[src/rtl/fetch_pkg.sv]
// fetch_pkg: shared types and reset constants for the instruction-fetch
// sequencer.
//   state_e     - FSM state encoding (IDLE, WAIT, HOLD, DROP)
//   fetch_dbg_t - debug snapshot of the FSM, exported on the fetch_unit
//                 dbg port so checkers can bind to it without reaching
//                 into the hierarchy.
// The machine word width is a module parameter (WORD_SIZE, 32 by default),
// matching the system-wide word size.
package fetch_pkg;

  // IDLE : issue a request for pc_in (unless redirected this cycle)
  // WAIT : one request outstanding, response not yet seen
  // HOLD : instruction captured, offered to decode
  // DROP : request outstanding but a redirect happened; discard the reply
  typedef enum logic [1:0] {
    IDLE = 2'd0,
    WAIT = 2'd1,
    HOLD = 2'd2,
    DROP = 2'd3
  } state_e;

  typedef struct packed {
    state_e state;        // current FSM state
    logic   outstanding;  // a memory request is in flight (WAIT or DROP)
    logic   holding;      // an instruction is being offered (HOLD)
  } fetch_dbg_t;

  localparam state_e RST_STATE   = IDLE;
  localparam logic   RST_ERR     = 1'b0;
  localparam logic   RST_PC_HALT = 1'b1;

endpackage

[src/rtl/fetch_unit_if.sv]
// fetch_unit_if: bundles the two handshakes owned by the fetch sequencer.
//
// Instruction memory side (request / acknowledge):
//   imem_req   - one-cycle strobe; imem_addr is valid only while it is high.
//   imem_ack   - response strobe, at least one cycle after imem_req;
//                imem_rdata is valid only while it is high. Exactly one
//                request is outstanding at a time, so acks are never tagged.
//
// Decode side (valid / ready):
//   A transfer happens on a rising clock edge where id_valid && id_ready.
//   Once id_valid rises it stays high, with id_instr/id_pc stable, until
//   the transfer happens or the fetch is flushed by a redirect. id_valid
//   never depends combinationally on id_ready.
//
// Modports:
//   master - the fetch unit (drives requests and the decode payload)
//   slave  - the environment (memory responder and decode stage)
interface fetch_unit_if #(
  parameter int WORD_SIZE = 32
);

  logic                 imem_req;
  logic [WORD_SIZE-1:0] imem_addr;
  logic                 imem_ack;
  logic [WORD_SIZE-1:0] imem_rdata;

  logic                 id_valid;
  logic                 id_ready;
  logic [WORD_SIZE-1:0] id_instr;
  logic [WORD_SIZE-1:0] id_pc;

  modport master (
    output imem_req,
    output imem_addr,
    input  imem_ack,
    input  imem_rdata,
    output id_valid,
    input  id_ready,
    output id_instr,
    output id_pc
  );

  modport slave (
    input  imem_req,
    input  imem_addr,
    output imem_ack,
    output imem_rdata,
    input  id_valid,
    output id_ready,
    input  id_instr,
    input  id_pc
  );

endinterface

[src/rtl/fetch_unit.sv]
// fetch_unit: instruction-fetch sequencer sitting on the output of the
// program-counter register.
//
// Each instruction goes IDLE -> WAIT -> HOLD -> IDLE: the current PC is
// sent to instruction memory, the returned word is held and offered to
// decode, and the PC register is released (pc_halt low) only in the cycle
// decode accepts the word or a redirect loads a new target. A redirect
// while the memory reply is still in flight parks the FSM in DROP until
// the stale reply arrives, so one request is outstanding at most.
//
// Ports:
//   clk        - clock, rising edge
//   rst        - asynchronous, active-high reset
//   pc_in      - current PC register output
//   pc_halt    - PC register hold (1 = hold)
//   flush      - branch redirect this cycle
//   bus        - fetch_unit_if.master: imem req/ack and decode valid/ready
//   fetch_cnt  - number of instructions accepted by decode (wraps)
//   err        - sticky flag: an ack arrived with no request outstanding
//   dbg        - FSM debug snapshot
module fetch_unit
  import fetch_pkg::*;
#(
  parameter int WORD_SIZE = 32,
  parameter int CNT_WIDTH = 32
) (
  input  logic                 clk,
  input  logic                 rst,
  input  logic [WORD_SIZE-1:0] pc_in,
  output logic                 pc_halt,
  input  logic                 flush,
  fetch_unit_if.master         bus,
  output logic [CNT_WIDTH-1:0] fetch_cnt,
  output logic                 err,
  output fetch_dbg_t           dbg
);

  state_e               state_q,  state_d;
  logic [WORD_SIZE-1:0] req_pc_q, req_pc_d;
  logic [WORD_SIZE-1:0] instr_q,  instr_d;
  logic [WORD_SIZE-1:0] id_pc_q,  id_pc_d;
  logic [CNT_WIDTH-1:0] cnt_q,    cnt_d;
  logic                 err_q,    err_d;

  logic                 issue;     // IDLE and not redirected
  logic                 req_out;   // issue, forced low while in reset
  logic                 accept;    // decode takes the held instruction

  // ---------------------------------------------------------------------
  // Next-state and datapath
  // ---------------------------------------------------------------------
  always_comb begin
    state_d  = state_q;
    req_pc_d = req_pc_q;
    instr_d  = instr_q;
    id_pc_d  = id_pc_q;
    cnt_d    = cnt_q;
    err_d    = err_q;
    issue    = 1'b0;
    accept   = 1'b0;

    unique case (state_q)
      IDLE: begin
        // A redirect this cycle means pc_in is about to change, so the
        // request is deferred to the next cycle with the new target.
        if (!flush) begin
          issue    = 1'b1;
          req_pc_d = pc_in;
          state_d  = WAIT;
        end
      end

      WAIT: begin
        if (bus.imem_ack) begin
          if (!flush) begin
            instr_d = bus.imem_rdata;
            id_pc_d = req_pc_q;
            state_d = HOLD;
          end else begin
            // Reply and redirect together: the reply is stale but it also
            // closes the outstanding request, so refetch immediately.
            state_d = IDLE;
          end
        end else if (flush) begin
          state_d = DROP;
        end
      end

      HOLD: begin
        if (flush) begin
          state_d = IDLE;
        end else if (bus.id_ready) begin
          accept  = 1'b1;
          state_d = IDLE;
        end
      end

      DROP: begin
        // Further redirects only move the PC; the reply still has to be
        // swallowed before a new request may go out.
        if (bus.imem_ack) begin
          state_d = IDLE;
        end
      end

      default: begin
        state_d = IDLE;
      end
    endcase

    if (accept) begin
      cnt_d = cnt_q + CNT_WIDTH'(1);
    end

    // No request is outstanding in IDLE or HOLD, so an ack there is bogus.
    if (bus.imem_ack && ((state_q == IDLE) || (state_q == HOLD))) begin
      err_d = 1'b1;
    end
  end

  // ---------------------------------------------------------------------
  // State and data registers
  // ---------------------------------------------------------------------
  always_ff @(posedge clk or posedge rst) begin
    if (rst) begin
      state_q  <= RST_STATE;
      req_pc_q <= '0;
      instr_q  <= '0;
      id_pc_q  <= '0;
      cnt_q    <= '0;
      err_q    <= RST_ERR;
    end else begin
      state_q  <= state_d;
      req_pc_q <= req_pc_d;
      instr_q  <= instr_d;
      id_pc_q  <= id_pc_d;
      cnt_q    <= cnt_d;
      err_q    <= err_d;
    end
  end

  // ---------------------------------------------------------------------
  // Outputs
  // ---------------------------------------------------------------------
  // The request is combinational from pc_in so a fetch costs no extra
  // cycle; rst gates it because IDLE is also the reset state.
  assign req_out       = issue & ~rst;
  assign bus.imem_req  = req_out;
  assign bus.imem_addr = req_out ? pc_in : '0;

  assign bus.id_valid  = (state_q == HOLD);
  assign bus.id_instr  = instr_q;
  assign bus.id_pc     = id_pc_q;

  // PC moves only when decode takes the instruction or on a redirect.
  assign pc_halt = rst ? RST_PC_HALT
                       : ~(((state_q == HOLD) & bus.id_ready) | flush);

  assign fetch_cnt = cnt_q;
  assign err       = err_q;

  assign dbg.state       = state_q;
  assign dbg.outstanding = (state_q == WAIT) || (state_q == DROP);
  assign dbg.holding     = (state_q == HOLD);

endmodule

[src/flat_wrapper.sv]
// flat-port wrapper written by rule: the top's interface ports become plain ports
module fetch_unit_flat import fetch_pkg::*;
#(
  parameter int WORD_SIZE = 32,
  parameter int CNT_WIDTH = 32
)
  (clk, rst, pc_in, pc_halt, flush, fetch_cnt, err, dbg, bus_imem_req, bus_imem_addr, bus_imem_ack, bus_imem_rdata, bus_id_valid, bus_id_ready, bus_id_instr, bus_id_pc);
  fetch_unit_if #(.WORD_SIZE(WORD_SIZE)) bus_i ();
  input  logic clk;
  input  logic rst;
  input  logic [WORD_SIZE-1:0] pc_in;
  output logic pc_halt;
  input  logic flush;
  output logic [CNT_WIDTH-1:0] fetch_cnt;
  output logic err;
  output fetch_dbg_t dbg;
  output wire logic [$bits(bus_i.imem_req)-1:0] bus_imem_req;
  output wire logic [$bits(bus_i.imem_addr)-1:0] bus_imem_addr;
  input wire logic [$bits(bus_i.imem_ack)-1:0] bus_imem_ack;
  input wire logic [$bits(bus_i.imem_rdata)-1:0] bus_imem_rdata;
  output wire logic [$bits(bus_i.id_valid)-1:0] bus_id_valid;
  input wire logic [$bits(bus_i.id_ready)-1:0] bus_id_ready;
  output wire logic [$bits(bus_i.id_instr)-1:0] bus_id_instr;
  output wire logic [$bits(bus_i.id_pc)-1:0] bus_id_pc;
  assign bus_imem_req = bus_i.imem_req;
  assign bus_imem_addr = bus_i.imem_addr;
  assign bus_i.imem_ack = bus_imem_ack;
  assign bus_i.imem_rdata = bus_imem_rdata;
  assign bus_id_valid = bus_i.id_valid;
  assign bus_i.id_ready = bus_id_ready;
  assign bus_id_instr = bus_i.id_instr;
  assign bus_id_pc = bus_i.id_pc;
  fetch_unit #(.WORD_SIZE(WORD_SIZE), .CNT_WIDTH(CNT_WIDTH)) u_core (.clk(clk), .rst(rst), .pc_in(pc_in), .pc_halt(pc_halt), .flush(flush), .bus(bus_i), .fetch_cnt(fetch_cnt), .err(err), .dbg(dbg));
endmodule
[config.mk]
export PLATFORM = sky130hd
export DESIGN_NAME = fetch_unit_flat
export DESIGN_NICKNAME = d
export VERILOG_FILES = /design/src/rtl/fetch_pkg.sv /design/src/rtl/fetch_unit_if.sv /design/src/rtl/fetch_unit.sv /design/src/flat_wrapper.sv
export SDC_FILE = /design/constraint.sdc
export NUM_CORES = 1
export LEC_CHECK = 0
export CAP_MARGIN = 20
export CORE_MARGIN = 2
export CORE_UTILIZATION = 44
export CTS_CLUSTER_SIZE = 12
export DETAILED_ROUTE_END_ITERATION = 8
export GPL_TIMING_DRIVEN = 1
export PLACE_DENSITY = 0.81
export SYNTH_ARGS = -nofsm -noshare
export SYNTH_HDL_FRONTEND = slang
export SYNTH_SLANG_ARGS = --single-unit
[constraint.sdc]
create_clock -name clk -period 6 [get_ports clk]
set_input_delay 1.2 -clock clk [delete_from_list [all_inputs] [get_ports clk]]
set_output_delay 1.2 -clock clk [all_outputs]
set_load 0.02 [all_outputs]
# After elaboration in Yosys (flattened, before gate mapping)

Cells that the tools add are included.

Flip-flop bits (word level): 131
Input port bits: 69
Logic and storage cells: 42

Add/subtract/negate cells: 1
Equality and inequality tests: 7
Muxes and demuxes: 15
Bitwise logic cells: 6
Reduce and logical (&&, ||, !) cells: 7

Operator list:

| cell                    | number |
|---|---|
| $add A32 B1 Y32 const B | 1 |
| $mux W32                | 1 |
| $mux W2                 | 7 |
| $pmux W2 S4             | 1 |
| $mux W1                 | 6 |
| $eq A2 B2 Y1 const B    | 2 |
| $ne A2 B2 Y1 const B    | 2 |
| $reduce_and A4 Y1       | 1 |
| $ne A3 B2 Y1 const B    | 1 |
| $ne A3 B3 Y1 const B    | 1 |
| $not A1 Y1              | 3 |
| $reduce_and A3 Y1       | 1 |
| $and A1 B1 Y1           | 2 |
| $eq A2 B1 Y1 const B    | 1 |
| $logic_not A2 Y1        | 1 |
| $logic_or A1 B1 Y1      | 2 |
| $reduce_and A2 Y1       | 1 |
| $logic_and A1 B1 Y1     | 1 |
| $or A1 B1 Y1            | 1 |

# Longest topological paths before layout

Gate-level depths: netlist of the first run.

Depth after elaboration: 5
Depth in mapped cells: 7
Depth with buffers taken out: 5

# Least setup slack after synthesis of the first run

Ideal clock, no wire load.

Kind: input to output
Start: input port rst
End: output port pc_halt
Arrival: 5.016 ns
Setup slack: -0.216 ns
Cell stages on the path: 2
Buffers on the path: 0
Path through: inv_1 > o21ai_0

Word-level cells in the longest chain between the ends: 1

RTL lines:

| item            | RTL line           | text |
|---|---|---|
| start, declared | flat_wrapper.sv:10 | `input logic rst;` |
| $mux W1         | fetch_unit.sv:156  | `assign pc_halt = rst ? RST_PC_HALT` |
| end, declared   | flat_wrapper.sv:12 | `output logic pc_halt;` |

Every way passes these cells.

# Worst setup path after layout of the first run

Start: input port flush
End: output port bus_imem_addr[18]

Word-level cells in the longest chain between the ends: 4

RTL lines:

| item            | RTL line           | text |
|---|---|---|
| start, declared | flat_wrapper.sv:13 | `input logic flush;` |
| $mux W1         | fetch_unit.sv:66   | `if (!flush) begin` |
| $mux W1         | fetch_unit.sv:62   | `unique case (state_q)` |
| $and A1 B1 Y1   | fetch_unit.sv:147  | `assign req_out = issue & ~rst;` |
| $mux W32        | fetch_unit.sv:149  | `assign bus.imem_addr = req_out ? pc_in : '0;` |
| end, declared   | flat_wrapper.sv:18 | `output wire logic [$bits(bus_i.imem_addr)-1:0] bus_imem_addr;` |

Every way passes these cells.

==> run metrics, run 1 <==
Initial Util 0.448; Hold Path Class flop to flop; Worst setup SP type primary input; Worst Skew 7.56 ps; CP max stage delay 610 ps; final setup violating endpoints 0; final hold slack 459 ps; Reg2Reg Depth 5; Detailed Route Iter0 Violations 120; Crit-path slowest cell clkdlybuf4s50_1; crit share post-route 0.717; number of buffers created by CTS 17; Syn Area/Cell between 10 and 15 um^2; die width about 110 um; Fin Setup TNS 0 ps; Synth area leader dfrtp_1; register area 0.00328 mm^2; met3 wire length about 750 um; TritonRoute pass-1 iters 4; GRT Total Usage 0.195; Leakage 3.43 nW; Worst R2R Setup Slack 3520 ps; vias after detailed routing approximately 3700; post-DP HPWL 8830 um; GRT Residual Overflow 0; P per Cell Area between 400 and 500 mW/mm^2; Layout Nets ~660; CTS root buffer clkbuf_16; clock sinks 131; drt drc 0; Synth Flop Type dfrtp_1; largest net degree at the start of global routing between 70 and 80; area taken by multi-input logic gates 0.00200 mm^2; sequential area share after synthesis 0.611; Max Used Layer met4; Fmax achieved 0.232 GHz; GP Congestion 0.726; R2R Path End u_core.fetch_cnt[20]; top-area cell type share of the netlist area 0.611; CP Data Arrival Time 3100 ps; Yosys reg bits between 100 and 150; worst skew pair latency ~400 ps; synthesized area 0.00536 mm^2; count leader, synth dfrtp_1; IO Port Bufs 204; Fillers 887; max-cap violations 0; DR vias/cell 4.93; Post-synth ARST share 1.00; first-pass GRT wire length 19800 um; cell mode on critical path clkdlybuf4s50_1; share of layout cells above drive strength 1 0.226; Peak supply drop 0.000259 V; critical path class primary input to output port; Slew @ Worst Pin between 800 and 900 ps; Synth Net Count 451; Critical Path End Type output port; H-tree Lvls 4; post_cts resized 0; status completed; WL met2 roughly 6400 um; Routed met1 length 4920 um; Final ANT Viol Nets 0; Hold Fails Final Rpt 0; Hold EP u_core.err; ANT cells 0; die height 114 um; initial antenna violation count 0; Post-synth EDFFs 0; Clock Tree Buf Depth 2; CP required about 4800 ps; drt total wl 12200 um; Row Count 40; Syn Inst Count ~380; I/O pin total 205; Slew Viols, Final 0; maximum fanout along the worst path 33; postcts setup bufs 0; Syn. warnings 0; Placeable Area 0.0120 mm^2; Cell Chain, Critical Path clkdlybuf4s50_1 > nor4_2 > buf_4 > and2_1 > clkdlybuf4s50_1; synth unique cells 29; Avg WL per Cell between 15 and 20 um; CTS tree done; Slew HR 0.435; Die Area 0.0131 mm^2; Reg2Reg Launch Point u_core.state_q[0]; top cells by area, synth dfrtp_1, mux2_2, and2_1, xnor2_1, xor2_1; Layout Area Growth over Synthesis 51.1%; CTS Hold Buffers Added 0; most common library cells after synthesis dfrtp_1, mux2_2, and2_1; Hold Path Cell Cnt 1; vias in the first global route 3851; register clock-pin slew on the reported worst setup and hold paths 50 ps; hold path start u_core.err; Final Critical Period 4300 ps; RSZ-0062 raised after global routing no
-- layer usage --
metal  vias up  global-route usage
met1      1834               0.231
met3        10              0.0588
met2       118               0.333
met4         0              0.0748
li1       1746                   -
met5         -                   0
-- power by group --
group,leakage [nW],switching [mW],internal [mW]
combinational,1.55,0.640,0.786
sequential,1.61,0.187,1.23
clock,0.274,0.339,0.591
total,3.43,1.17,2.61
-- area by class of cell --
cell class,count,share of cell area
timing repair buffer,209,0.257
sequential,131,0.404
clock buffer,28,0.0650
tap,147,0.0227
inverter,3,0.00185
multi-input combinational,230,0.247
clock inverter,4,0.00247
-- how the worst max path moves through the flow --
stage / start / end / slack, ps / depth (start not counted)
global placement: flush / bus_imem_addr[30] / 1780 / 5
detailed placement: flush / bus_imem_addr[18] / 1700 / 5
finish: flush / bus_imem_addr[18] / 1700 / 5
floorplan: rst / pc_halt / 960 / 2
CTS: flush / bus_imem_addr[18] / 1700 / 5
global route: flush / bus_imem_addr[31] / 1580 / 5
-- cells in the final DEF, fill, tap and decap left out, drive strengths merged --
master           n
clkinv           4
inv              2
o31ai            1
clkbuf          28
clkinvlp         1
nand3           10
xor2            12
nor2            13
nand4           10
o21ai            2
clkdlybuf4s50  204
nand2           10
and4             7
mux2            97
mux2i            1
a21o             1
buf              5
nor3             2
nor4             1
xnor2           19
dfrtp          131
and3             5
nand2b           2
and2            34
nor2b            1
nor4bb           1
ha               1
-- stage by stage --
| step | total power [mW] | utilization | cell area (um^2) | setup slack [ps] | std cells |
|---|---|---|---|---|---|
| floorplan | 2.17 | - | 5370 | 960 | 381 |
| global placement | 2.81 | 0.631 | 7550 | 1780 | 720 |
| detailed placement | 2.87 | 0.631 | 7550 | 1700 | 720 |
| CTS | 3.82 | 0.677 | 8100 | 1700 | 752 |
| global route | 3.98 | 0.678 | 8110 | 1580 | 752 |
| finish | 3.77 | 0.678 | 8110 | 1700 | 752 |
-- worst max-delay path: cells and delay by family --
family | cells | cell delay (ps)
buf+inv | 3 | 1450
simple gates | 2 | 430
-- state kept, by name, indices dropped and copies added, names as in the netlist --
signal	flops
u_core.bus.id_instr	32
u_core.bus.id_pc	32
u_core.fetch_cnt	32
u_core.req_pc_q	32
u_core.state_q	2
u_core.err	1
-- logic make-up (layout without fill, tap and decap cells) --
kind of cell	after synthesis	in the layout	share of synthesized area
AOI/OAI and AO/OA	4	4	0.00467
and+or+nand+nor	96	96	0.107
adders and majority gates	1	1	0.00233
muxes	98	98	0.206
DFF	131	131	0.611
xor gates and xnor gates	31	31	0.0506
buffers and inverters	20	244	0.0189
No activity file was read; power rests on OpenSTA's default activity.
==> run 2, diff against run 1 <==
--- a/config.mk
+++ b/config.mk
@@ -7,11 +7,11 @@
 export LEC_CHECK = 0
 export CAP_MARGIN = 20
 export CORE_MARGIN = 2
-export CORE_UTILIZATION = 44
+export CORE_UTILIZATION = 40
 export CTS_CLUSTER_SIZE = 12
 export DETAILED_ROUTE_END_ITERATION = 8
 export GPL_TIMING_DRIVEN = 1
-export PLACE_DENSITY = 0.81
+export PLACE_DENSITY = 0.78
 export SYNTH_ARGS = -nofsm -noshare
 export SYNTH_HDL_FRONTEND = slang
 export SYNTH_SLANG_ARGS = --single-unit
==> constraint.sdc (replaced) <==
create_clock -name clk -period 3.45 [get_ports clk]
set_input_delay 0.69 -clock clk [delete_from_list [all_inputs] [get_ports clk]]
set_output_delay 0.69 -clock clk [all_outputs]
set_load 0.02 [all_outputs]
==> run metrics, run 2 (synthesized netlist as in run 1, its figures left out) <==
Detailed Route Iter0 Violations 141 (was 120); RSZ-0062 raised after global routing no (unchanged); max-cap violations 0 (unchanged); die height 120 um (was 114 um); CTS Hold Buffers Added 0 (unchanged); initial antenna violation count 0 (unchanged); Slew Viols, Final 0 (unchanged); share of layout cells above drive strength 1 0.229 (was 0.226); Hold Path Cell Cnt 1 (unchanged); Clock Tree Buf Depth 2 (unchanged); GRT Total Usage 0.180 (was 0.195); Leakage 3.46 nW (was 3.43 nW); Hold EP u_core.err (unchanged); clock sinks 131 (unchanged); post_cts resized 0 (unchanged); Row Count 42 (was 40); number of buffers created by CTS 17 (unchanged); Slew @ Worst Pin 678 ps (was 848 ps); Placeable Area 0.0132 mm^2 (was 0.0120 mm^2); GP Congestion 0.771 (was 0.726); maximum fanout along the worst path 33 (unchanged); Layout Nets 665 (was 662); final hold slack 469 ps (was 459 ps); GRT Residual Overflow 0 (unchanged); cell mode on critical path clkdlybuf4s50_1 (unchanged); Fillers 1052 (was 887); final setup violating endpoints 0 (unchanged); post-DP HPWL 8940 um (was 8830 um); CTS root buffer clkbuf_16 (unchanged); Worst R2R Setup Slack 1410 ps (was 3520 ps); die width 120 um (was 114 um); Reg2Reg Depth 6 (was 5); drt drc 0 (unchanged); largest net degree at the start of global routing 80 (was 72); CP Buf/Inv Count 3 (unchanged); vias after detailed routing 3738 (was 3708); register clock-pin slew on the reported worst setup and hold paths 50 ps (about the same); Critical Path End Type output port (unchanged); Die Area 0.0143 mm^2 (was 0.0131 mm^2); placed cell area 0.00762 mm^2 (was 0.00755 mm^2); first-pass GRT wire length 20100 um (was 19800 um); final core utilization 0.622 (was 0.678); Worst setup SP type primary input (unchanged); Worst Skew 7.40 ps (was 7.56 ps); critical path class primary input to output port (unchanged); Fmax achieved 0.315 GHz; H-tree Lvls 4 (unchanged); Reg2Reg Launch Point u_core.state_q[0] (unchanged); CP Data Arrival Time 2480 ps (was 3100 ps); P per Cell Area 807 mW/mm^2 (was 466 mW/mm^2); commonest non-fill, non-tap cell in the layout clkdlybuf4s50_1 (unchanged); Final Critical Period 3170 ps; Cell Chain, Critical Path clkdlybuf4s50_1 > nor4_2 > buf_4 > and2_1 > clkdlybuf4s50_1 (unchanged); Peak supply drop 0.000362 V (was 0.000259 V); DR vias/cell 4.78 (was 4.93); Crit path max-delay family buffers and inverters (unchanged); final setup margin 279 ps (was 1700 ps); Layout Area Growth over Synthesis 52.9% (was 51.1%); commonest cells after routing, fill and taps aside clkdlybuf4s50_1, dfrtp_1, mux2_2 (unchanged); CP required 2760 ps (was 4800 ps); hold path start u_core.err (unchanged); Final ANT Viol Nets 0 (unchanged); crit share post-route 0.919; IO Port Bufs 204 (unchanged); Hold Fails Final Rpt 0 (unchanged); R2R Path End u_core.fetch_cnt[20] (unchanged); fin area 0.00820 mm^2 (was 0.00811 mm^2); Hold Path Class flop to flop (unchanged); drt total wl 12400 um (was 12200 um); Avg WL per Cell 15.9 um (was 16.2 um); TritonRoute pass-1 iters 4 (unchanged); Slew HR 0.548 (was 0.435); I/O pin total 205 (unchanged); CP max stage delay 620 ps (was 610 ps); status completed (unchanged); Fin Setup TNS 0 ps (unchanged); worst skew pair latency 400 ps (about the same); CTS tree done (unchanged); Initial Util 0.407 (was 0.448); ANT cells 0 (unchanged); postcts setup bufs 0 (unchanged); Setup WS pre-CTS 262 ps (was 1700 ps); Crit-path slowest cell clkdlybuf4s50_1 (unchanged); vias in the first global route 3888 (was 3851)
## run 2: cell count changes in the layout (fill, tap and decap cells not counted)
cell and change:
clkbuf_8 -1, nor4bb_1 +1, bufinv_16 +1, nor4bb_2 -1, buf_16 +1, buf_12 +1
buf_4 +1, clkbuf_1 -2
## run 2: metrics by stage
step / std cells / power, mW
final: 782 / 6.62
after global routing: 782 / 6.97
after CTS: 781 / 6.71
after detailed placement: 751 / 5.02
after global placement: 751 / 4.91
after floorplan: 381 / 3.78
## run 2: final cells by class
| type | instances | area [um^2] | share of cell area |
|---|---|---|---|
| repair buffers | 212 | 2130 | 0.260 |
| inverters | 3 | 15.0 | 0.00183 |
| flip-flops and latches | 131 | 3280 | 0.400 |
| clock buffers | 25 | 505 | 0.0617 |
| clock inverters | 5 | 50.0 | 0.00610 |
| well taps | 176 | 220 | 0.0269 |
| multi-input cells | 230 | 2000 | 0.243 |
## run 2: how the worst max path moves through the flow
stage	from	to	slack, ps	cells after the start
after global routing	flush	bus_imem_addr[14]	220	5
after global placement	flush	bus_imem_addr[12]	330	5
after CTS	flush	bus_imem_addr[14]	260	5
after floorplan	rst	pc_halt	-570	2
final	flush	bus_imem_addr[14]	280	5
after detailed placement	flush	bus_imem_addr[14]	260	5
## run 2: worst register-to-register path: stages, from the launching register on
cell      delay, ps
dfrtp_1         500
nor4bb_1        360
buf_4           220
nand4_1         210
nor2_1          320
and3_1          220
xor2_1          140
## run 2: where the power goes
part	switching, mW	internal, mW	leakage, nW
Combinational	1.12	1.37	1.57
Sequential	0.326	2.14	1.61
Clock	0.588	1.07	0.279
Total	2.03	4.59	3.46
## run 2: layer usage
metal  global-route usage  vias to the layer above  routed length, um  share of wire
li1                     -                     1744                  -              -
met1                0.216                     1851               5080           0.41
met2                0.305                      127               6420           0.52
met3               0.0480                       16                712          0.057
met4               0.0765                        0                197          0.016
met5                    0                        -                  0              0
==> run 3, diff against run 2 <==
--- a/config.mk
+++ b/config.mk
@@ -7,11 +7,12 @@
 export LEC_CHECK = 0
 export CAP_MARGIN = 20
 export CORE_MARGIN = 2
-export CORE_UTILIZATION = 40
+export CORE_UTILIZATION = 45
 export CTS_CLUSTER_SIZE = 12
 export DETAILED_ROUTE_END_ITERATION = 8
 export GPL_TIMING_DRIVEN = 1
-export PLACE_DENSITY = 0.78
+export PLACE_DENSITY = 0.83
+export SKIP_CTS_REPAIR_TIMING = 1
 export SYNTH_ARGS = -nofsm -noshare
 export SYNTH_HDL_FRONTEND = slang
 export SYNTH_SLANG_ARGS = --single-unit
==> constraint.sdc (replaced) <==
create_clock -name clk -period 3.69 [get_ports clk]
set_input_delay 0.738 -clock clk [delete_from_list [all_inputs] [get_ports clk]]
set_output_delay 0.738 -clock clk [all_outputs]
set_load 0.02 [all_outputs]
==> run metrics, run 3 (synthesized netlist as in run 1, its figures left out) <==
vias in the first global route 4090 (was 3888); post-DP HPWL 8940 um (about the same); RSZ-0062 raised after global routing no (unchanged); global-route met2 utilization 0.358 (was 0.305); DR vias/cell 5.04 (was 4.78); CTS root buffer clkbuf_16 (unchanged); Detailed Route Iter0 Violations 127 (was 141); GR peak layer met2 (unchanged); Slew @ Worst Pin 823 ps (was 678 ps); Design Power 6.33 mW (was 6.62 mW); Hold Path Class flop to flop (unchanged); crit share post-route 0.922; Row Count 39 (was 42); CP required 2950 ps (was 2760 ps); Worst Skew 8.31 ps (was 7.40 ps); max-cap violations 0 (unchanged); commonest non-fill, non-tap cell in the layout clkdlybuf4s50_1 (unchanged); drt total wl 12600 um (was 12400 um); vias after detailed routing 3776 (was 3738); CP Data Arrival Time 2670 ps (was 2480 ps); I/O pin total 205 (unchanged); Avg WL per Cell 16.8 um (was 15.9 um); TritonRoute pass-1 iters 6 (was 4); critical path class primary input to output port (unchanged); IO Port Bufs 204 (unchanged); Slew Viols, Final 0 (unchanged); Placeable Area 0.0115 mm^2 (was 0.0132 mm^2); commonest cells after routing, fill and taps aside clkdlybuf4s50_1, dfrtp_1, mux2_2 (unchanged); ANT cells 0 (unchanged); final hold slack 463 ps (was 469 ps); Hold Fails Final Rpt 0 (unchanged); die height 113 um (was 120 um); met3 Track Usage GR 0.0546 (was 0.0480); final core utilization 0.710 (was 0.622); failing checks design-rule violations; Layout Nets 663 (was 665); Die Area 0.0128 mm^2 (was 0.0143 mm^2); share of layout cells above drive strength 1 0.231 (was 0.229); worst skew pair latency 410 ps (was 400 ps); Critical Path End Type output port (unchanged); Placed Cells incl. Taps 717 (was 751); CTS tree done (unchanged); maximum fanout along the worst path 33 (unchanged); die width 113 um (was 120 um); clock sinks 131 (unchanged); Initial Util 0.466 (was 0.407); register clock-pin slew on the reported worst setup and hold paths 60 ps (was 50 ps); GP Congestion 0.793 (was 0.771); H-tree Lvls 4 (unchanged); Peak supply drop 0.000496 V (was 0.000362 V); status complete, but fails checks (was completed); Final ANT Viol Nets 0 (unchanged); fin cells 749 (was 782); final setup violating endpoints 0 (unchanged); drt drc 15 (was 0); Worst setup SP type primary input (unchanged); GRT Residual Overflow 0 (unchanged); Cell Chain, Critical Path clkdlybuf4s50_1 > nor4_2 > buf_4 > and2_1 > clkdlybuf4s50_1 (unchanged); first-pass GRT wire length 20700 um (was 20100 um); cell mode on critical path clkdlybuf4s50_1 (unchanged); initial antenna violation count 0 (unchanged); number of buffers created by CTS 17 (unchanged); GRT Total Usage 0.206 (was 0.180); Layout Area Growth over Synthesis 52.4% (was 52.9%); Fmax achieved 0.294 GHz; placed cell area 0.00757 mm^2 (was 0.00762 mm^2); GR Util met1 0.238 (was 0.216); Slew HR 0.451 (was 0.548); Leakage 3.46 nW (about the same); fin area 0.00817 mm^2 (was 0.00820 mm^2); P per Cell Area 775 mW/mm^2 (was 807 mW/mm^2); Final Critical Period 3400 ps; largest net degree at the start of global routing 68 (was 80); Clock Tree Buf Depth 2 (unchanged); Crit-path slowest cell clkdlybuf4s50_1 (unchanged); Worst R2R Setup Slack 1620 ps (was 1410 ps); CP max stage delay 630 ps (was 620 ps)
## run 3: final timing paths
kind / end / cells after the start / from
hold / removal: u_core.err / 1 / u_core.err
setup reg to reg: u_core.fetch_cnt[20] / 6 / u_core.state_q[0]
min in group asynchronous: u_core.bus.id_pc[30] / 3 / rst
setup / recovery: bus_imem_addr[23] / 5 / flush
max in group asynchronous: u_core.bus.id_instr[25] / 4 / rst
hold reg to reg: u_core.err / 1 / u_core.err
## run 3: per-stage QoR
stage | TNS [ps] | worst slack, ps
2_1_floorplan | -426 | -426
3_3_place_gp | 0 | 400
3_5_place_dp | 0 | 275
4_1_cts | 0 | 281
5_1_grt | 0 | 166
6_report | 0 | 287
## run 3: final cells by class
cell class / count / area (um^2)
Tap cell: 143 / 179
Inverter: 3 / 15.0
Sequential cell: 131 / 3280
Clock buffer: 22 / 474
Fill cell: 797 / 3340
Clock inverter: 10 / 130
Multi-Input combinational cell: 230 / 2000
Timing Repair Buffer: 210 / 2100
## run 3: per-layer routing
metal  wire length [um]  share of wire
met1               4820           0.38
met4                342          0.027
met3                787          0.063
met5                  0              0
met2               6600           0.53
## run 3: where the power goes
group          internal [mW]  switching (mW)
registers               2.00           0.304
clock network           1.11           0.586
logic                   1.28            1.05
## run 3: worst max-delay path: cells and delay by family
family,cells,cell delay (ps)
buffers and inverters,3,1480
AND/OR/NAND/NOR,2,440
==> RTL edit 1: new RTL, settings of run 2 <==
Put a register stage on the output `dbg`, without a reset. The value now appears one clock later. The other outputs are not delayed to match.
--- a/src/rtl/fetch_unit.sv
+++ b/src/rtl/fetch_unit.sv
@@ -34,6 +34,8 @@
   output logic                 err,
   output fetch_dbg_t           dbg
 );
+
+  fetch_dbg_t dbg_d;
 
   state_e               state_q,  state_d;
   logic [WORD_SIZE-1:0] req_pc_q, req_pc_d;
@@ -159,9 +161,13 @@
   assign fetch_cnt = cnt_q;
   assign err       = err_q;
 
-  assign dbg.state       = state_q;
-  assign dbg.outstanding = (state_q == WAIT) || (state_q == DROP);
-  assign dbg.holding     = (state_q == HOLD);
+  assign dbg_d.state       = state_q;
+  assign dbg_d.outstanding = (state_q == WAIT) || (state_q == DROP);
+  assign dbg_d.holding     = (state_q == HOLD);
+
+  always_ff @(posedge clk) begin
+    dbg <= dbg_d;
+  end
 
 endmodule
 
Check against the original RTL: not equivalent (Yosys sat finds a counterexample within 4 cycles, from zero or initial values and one cycle with rst high).
==> RTL edit 1 against run 2 <==
  * Sequential power is 3% higher
  * Routed wire length increased by 4.7%
  * Final area is 1.9% higher
  * Synthesized cell count rose by 3.4%
  * Sequential cell count up 4
  * Worst setup slack got worse by 0.048 ns
  * Total power rose by 1.7%
  * Maximum frequency down 1.5%
  * Area after synthesis is 3.0% higher
==> RTL edit 1: results (changes against run 2) <==
- Multi-input gate area: 0.00207 mm2 (was 0.00200 mm2)
- Buffer share of cell area: 25.5% (was 26.0%)
- All-Layer GR Usage: 18.5% (was 18.0%)
- Largest net degree at the start of global routing: 70 (was 80)
- Largest cells by area after synthesis: dfrtp_1 (59%), mux2_2 (20%), xnor2_1 (3.8%) (was dfrtp_1 (61%), mux2_2 (20%), and2_1 (4.0%))
- Seq/Total Area, Yosys: 60.8% (was 61.1%)
- Syn Nets: 464 (was 451)
- Syn avg cell area: 14.0 um2 (was 14.1 um2)
- FILL cells: 1075 (was 1052)
- Critical Path End: bus_imem_addr[1] (was bus_imem_addr[14])
- Share of layout cells above drive strength 1: 22.7% (was 22.9%)
- Routed length on met3: 1020 um (was 712 um)
- Worst R2R Path Depth: 5 (was 6)
- Least-Margin Pin Slew: 0.858 ns (was 0.678 ns)
- Area delta synth->final: 51.3% (was 52.9%)
- Routability congestion estimate: 0.789 (was 0.771)
- WL/cell: 16.3 um (was 15.9 um)
- Number of global-route vias before repair: 4103 (was 3888)
- Multi-In Gates: 238 (was 230)
- Worst r2r dst: u_core.fetch_cnt[24] (was u_core.fetch_cnt[20])
- Post-synth top cells: dfrtp_1 (131), mux2_2 (96), and2_1 (32) (was dfrtp_1 (131), mux2_2 (97), and2_1 (34))
- Met2 WL: 6560 um (was 6420 um)
- First-pass GRT wire length: 20900 um (was 20100 um)
- Clk cell area share: 6.71% (was 6.78%)
- Grt met1 use: 21.3% (was 21.6%)
- Clk pin slew, worst setup/hold paths: 0.05 ns (about the same)
- Clock skew: 0.0100 ns (was 0.00740 ns)
- Final period util: 93.3% (was 91.9%)
- Placed insts: 765 (was 751)
- Clock buffer count: 29 (was 25)
- Critical path's largest stage delay: 0.60 ns (was 0.62 ns)
- Hold_ws: 0.454 ns (was 0.469 ns)
- Worst VDD drop: 0.000418 V (was 0.000362 V)
- Drt via density: 4.91 (was 4.78)
- Status: complete, no violations (unchanged)
- Leakage: 3.46 nW (about the same)
- Logic inverters: 4 (was 3)
- HPWL after DPL: 9380 um (was 8940 um)
- Fraction of registers with async set/reset: 97.0% (was 100%)
- Placement Cell Area: 0.00779 mm2 (was 0.00762 mm2)
- Met1 wire length: 5220 um (was 5080 um)
- Met3 GRT Util: 7.38% (was 4.80%)
- Setup Slack @ Placement: 0.197 ns (was 0.262 ns)
- Via total after detailed routing: 3916 (was 3738)
- Distinct cell type count of the synthesized netlist: 37 (was 29)
- FF-to-FF setup slack: 1.39 ns (was 1.41 ns)
- M2 GR Usage: 31.3% (was 30.5%)
-- RTL edit 1: changes by cell type after synthesis, moves of 4 or more --
| cell | run 2 | this run |
|---|---|---|
| xnor2_1 | 19 | 24 |
| nand2_1 | 10 | 16 |
| dfxtp_1 | 0 | 4 |
| and4_1 | 6 | 2 |
| nor2_1 | 13 | 6 |
| nor3_1 | 1 | 6 |
| xor2_1 | 12 | 7 |
-- RTL edit 1: cells by family after synthesis --
logic type      Yosys count  share of synthesized area [%]
compound gates            4                          0.521
xor+xnor                 31                           4.92
fa+ha+maj                 1                          0.227
buf+inv                  21                           1.97
flops                   135                           60.8
mux                      97                           19.8
simple gates            105                           11.8
-- RTL edit 1: worst max-delay path, delay by kind of cell --
family | cells | cell delay [ns]
buffers and inverters | 3 | 1.37
AND/OR/NAND/NOR | 2 | 0.45
-- RTL edit 1: power by group --
part           switching, mW  total, mW  internal [mW]
sequential             0.342       2.54           2.20
combinational           1.12       2.49           1.37
clock                  0.607       1.69           1.09
total                   2.07       6.73           4.66
==> RTL edit 2: new RTL, flow settings as in run 2 <==
Without the edit above. `CNT_WIDTH` is set to 32 in 2 places; all go to 48.
--- a/src/rtl/fetch_unit.sv
+++ b/src/rtl/fetch_unit.sv
@@ -22,7 +22,7 @@
   import fetch_pkg::*;
 #(
   parameter int WORD_SIZE = 32,
-  parameter int CNT_WIDTH = 32
+  parameter int CNT_WIDTH = 48
 ) (
   input  logic                 clk,
   input  logic                 rst,
--- a/src/flat_wrapper.sv
+++ b/src/flat_wrapper.sv
@@ -2,7 +2,7 @@
 module fetch_unit_flat import fetch_pkg::*;
 #(
   parameter int WORD_SIZE = 32,
-  parameter int CNT_WIDTH = 32
+  parameter int CNT_WIDTH = 48
 )
   (clk, rst, pc_in, pc_halt, flush, fetch_cnt, err, dbg, bus_imem_req, bus_imem_addr, bus_imem_ack, bus_imem_rdata, bus_id_valid, bus_id_ready, bus_id_instr, bus_id_pc);
   fetch_unit_if #(.WORD_SIZE(WORD_SIZE)) bus_i ();
Ports: changed (resized fetch_cnt); port bits go from 205 to 221. The function was not compared with the original's and may differ.
==> RTL edit 2 against run 2 <==
  * Area after synthesis rose by 18%
  * Non-clock buffer count increased by 14
  * Core utilization down 2.5 points
  * Final area increased by 14%
  * Clock power is 13% higher
  * Combinational power grew 2%
  * Via count grew 26%
  * First-iteration DRC count grew 98%
  * Clock skew rose by 0.0070 ns
  * Final cell count up 19%
  * Routed wire length grew 33%
  * Total power up 6.9%
  * Sequential cell count grew 16
  * Worst setup slack worse by 0.0070 ns
==> RTL edit 2: results (changes against run 2) <==
- Status: complete, no violations (unchanged)
- Multi-In Gates: 305 (was 230)
- Buffer share of cell area: 24.2% (was 26.0%)
- Clock group power: 1.87 mW (was 1.66 mW)
- Fin nets: 774 (was 665)
- Grt met1 use: 24.6% (was 21.6%)
- Worst VDD drop: 0.000491 V (was 0.000362 V)
- All-Layer GR Usage: 19.9% (was 18.0%)
- Post-route insts no fill: 933 (was 782)
- Met1 wire length: 6780 um (was 5080 um)
- WL final: 16400 um (was 12400 um)
- Leakage: 3.79 nW (was 3.46 nW)
- Routability congestion estimate: 0.847 (was 0.771)
- Share of layout cells above drive strength 1: 20.8% (was 22.9%)
- Fraction of area in multi-input gates: 27.0% (was 24.3%)
- Initial DRC Count: 279 (was 141)
- Via total after detailed routing: 4700 (was 3738)
- Syn avg cell area: 13.1 um2 (was 14.1 um2)
- Met3 GRT Util: 8.32% (was 4.80%)
- Post-synth top cells: dfrtp_1 (147), mux2_2 (96), and2_1 (36) (was dfrtp_1 (131), mux2_2 (97), and2_1 (34))
- Biggest consumer: sequential cells (was combinational logic)
- Clock skew: 0.0144 ns (was 0.00740 ns)
- Synth Area in Compound Gates: 0.493% (was 0.467%)
- Setup Slack @ Placement: 0.292 ns (was 0.262 ns)
- Switching pwr: 2.27 mW (was 2.03 mW)
- Met2 WL: 7810 um (was 6420 um)
- Routed length on met3: 1480 um (was 712 um)
- FILL cells: 1210 (was 1052)
- Number of global-route vias before repair: 4866 (was 3888)
- Sequential share of cell area: 39.2% (was 40.0%)
- Clock sink count: 147 (was 131)
- Largest net degree at the start of global routing: 148 (was 80)
- Largest cells by area after synthesis: dfrtp_1 (58%), mux2_2 (17%), xnor2_1 (4.8%) (was dfrtp_1 (61%), mux2_2 (20%), and2_1 (4.0%))
- HPWL after DPL: 11500 um (was 8940 um)
- Combinational share of power: 35.8% (was 37.6%)
- Repair and plain buffers: 226 (was 212)
- Core area: 0.0157 mm2 (was 0.0132 mm2)
- Logic inverters: 7 (was 3)
- First-pass GRT wire length: 25700 um (was 20100 um)
- Clock buffer count: 19 (was 25)
- Distinct cell type count of the synthesized netlist: 34 (was 29)
- Clk_lat worst skew: 0.43 ns (was 0.40 ns)
- M2 GR Usage: 31.2% (was 30.5%)
- Clk cell area share: 6.40% (was 6.78%)
- Seq/Total Area, Yosys: 58.0% (was 61.1%)
- Int Power: 4.81 mW (was 4.59 mW)
- Placement Cell Area: 0.00878 mm2 (was 0.00762 mm2)
- XOR/XNOR share of the synthesized area: 6.49% (was 5.06%)
- Syn Nets: 554 (was 451)
-- RTL edit 2: cell count changes in the layout (fill, tap and decap cells not counted), moves of 4 or more --
cell	delta
nor3_1	+9
nor4_1	+9
nor4_2	+6
nand4_1	+21
and3_1	-4
nand2_1	+7
inv_6	+4
xnor2_1	+16
clkdlybuf4s50_1	+16
dfrtp_1	+16
clkinvlp_4	+4
nand3_1	+5
inv_1	+4
-- RTL edit 2: worst paths after layout --
| kind | cells past startpoint | from | end | slack, ns |
|---|---|---|---|---|
| worst min-delay path | 1 | u_core.fetch_cnt[47] | u_core.fetch_cnt[47] | 0.47 |
| worst max-delay path | 5 | flush | bus_imem_addr[23] | 0.27 |
| min in group asynchronous | 3 | rst | u_core.bus.id_pc[7] | 0.88 |
| worst min register to register | 1 | u_core.fetch_cnt[47] | u_core.fetch_cnt[47] | 0.47 |
| max in group asynchronous | 3 | rst | u_core.fetch_cnt[44] | 1.96 |
| worst max register to register | 4 | u_core.fetch_cnt[21] | u_core.fetch_cnt[30] | 1.25 |
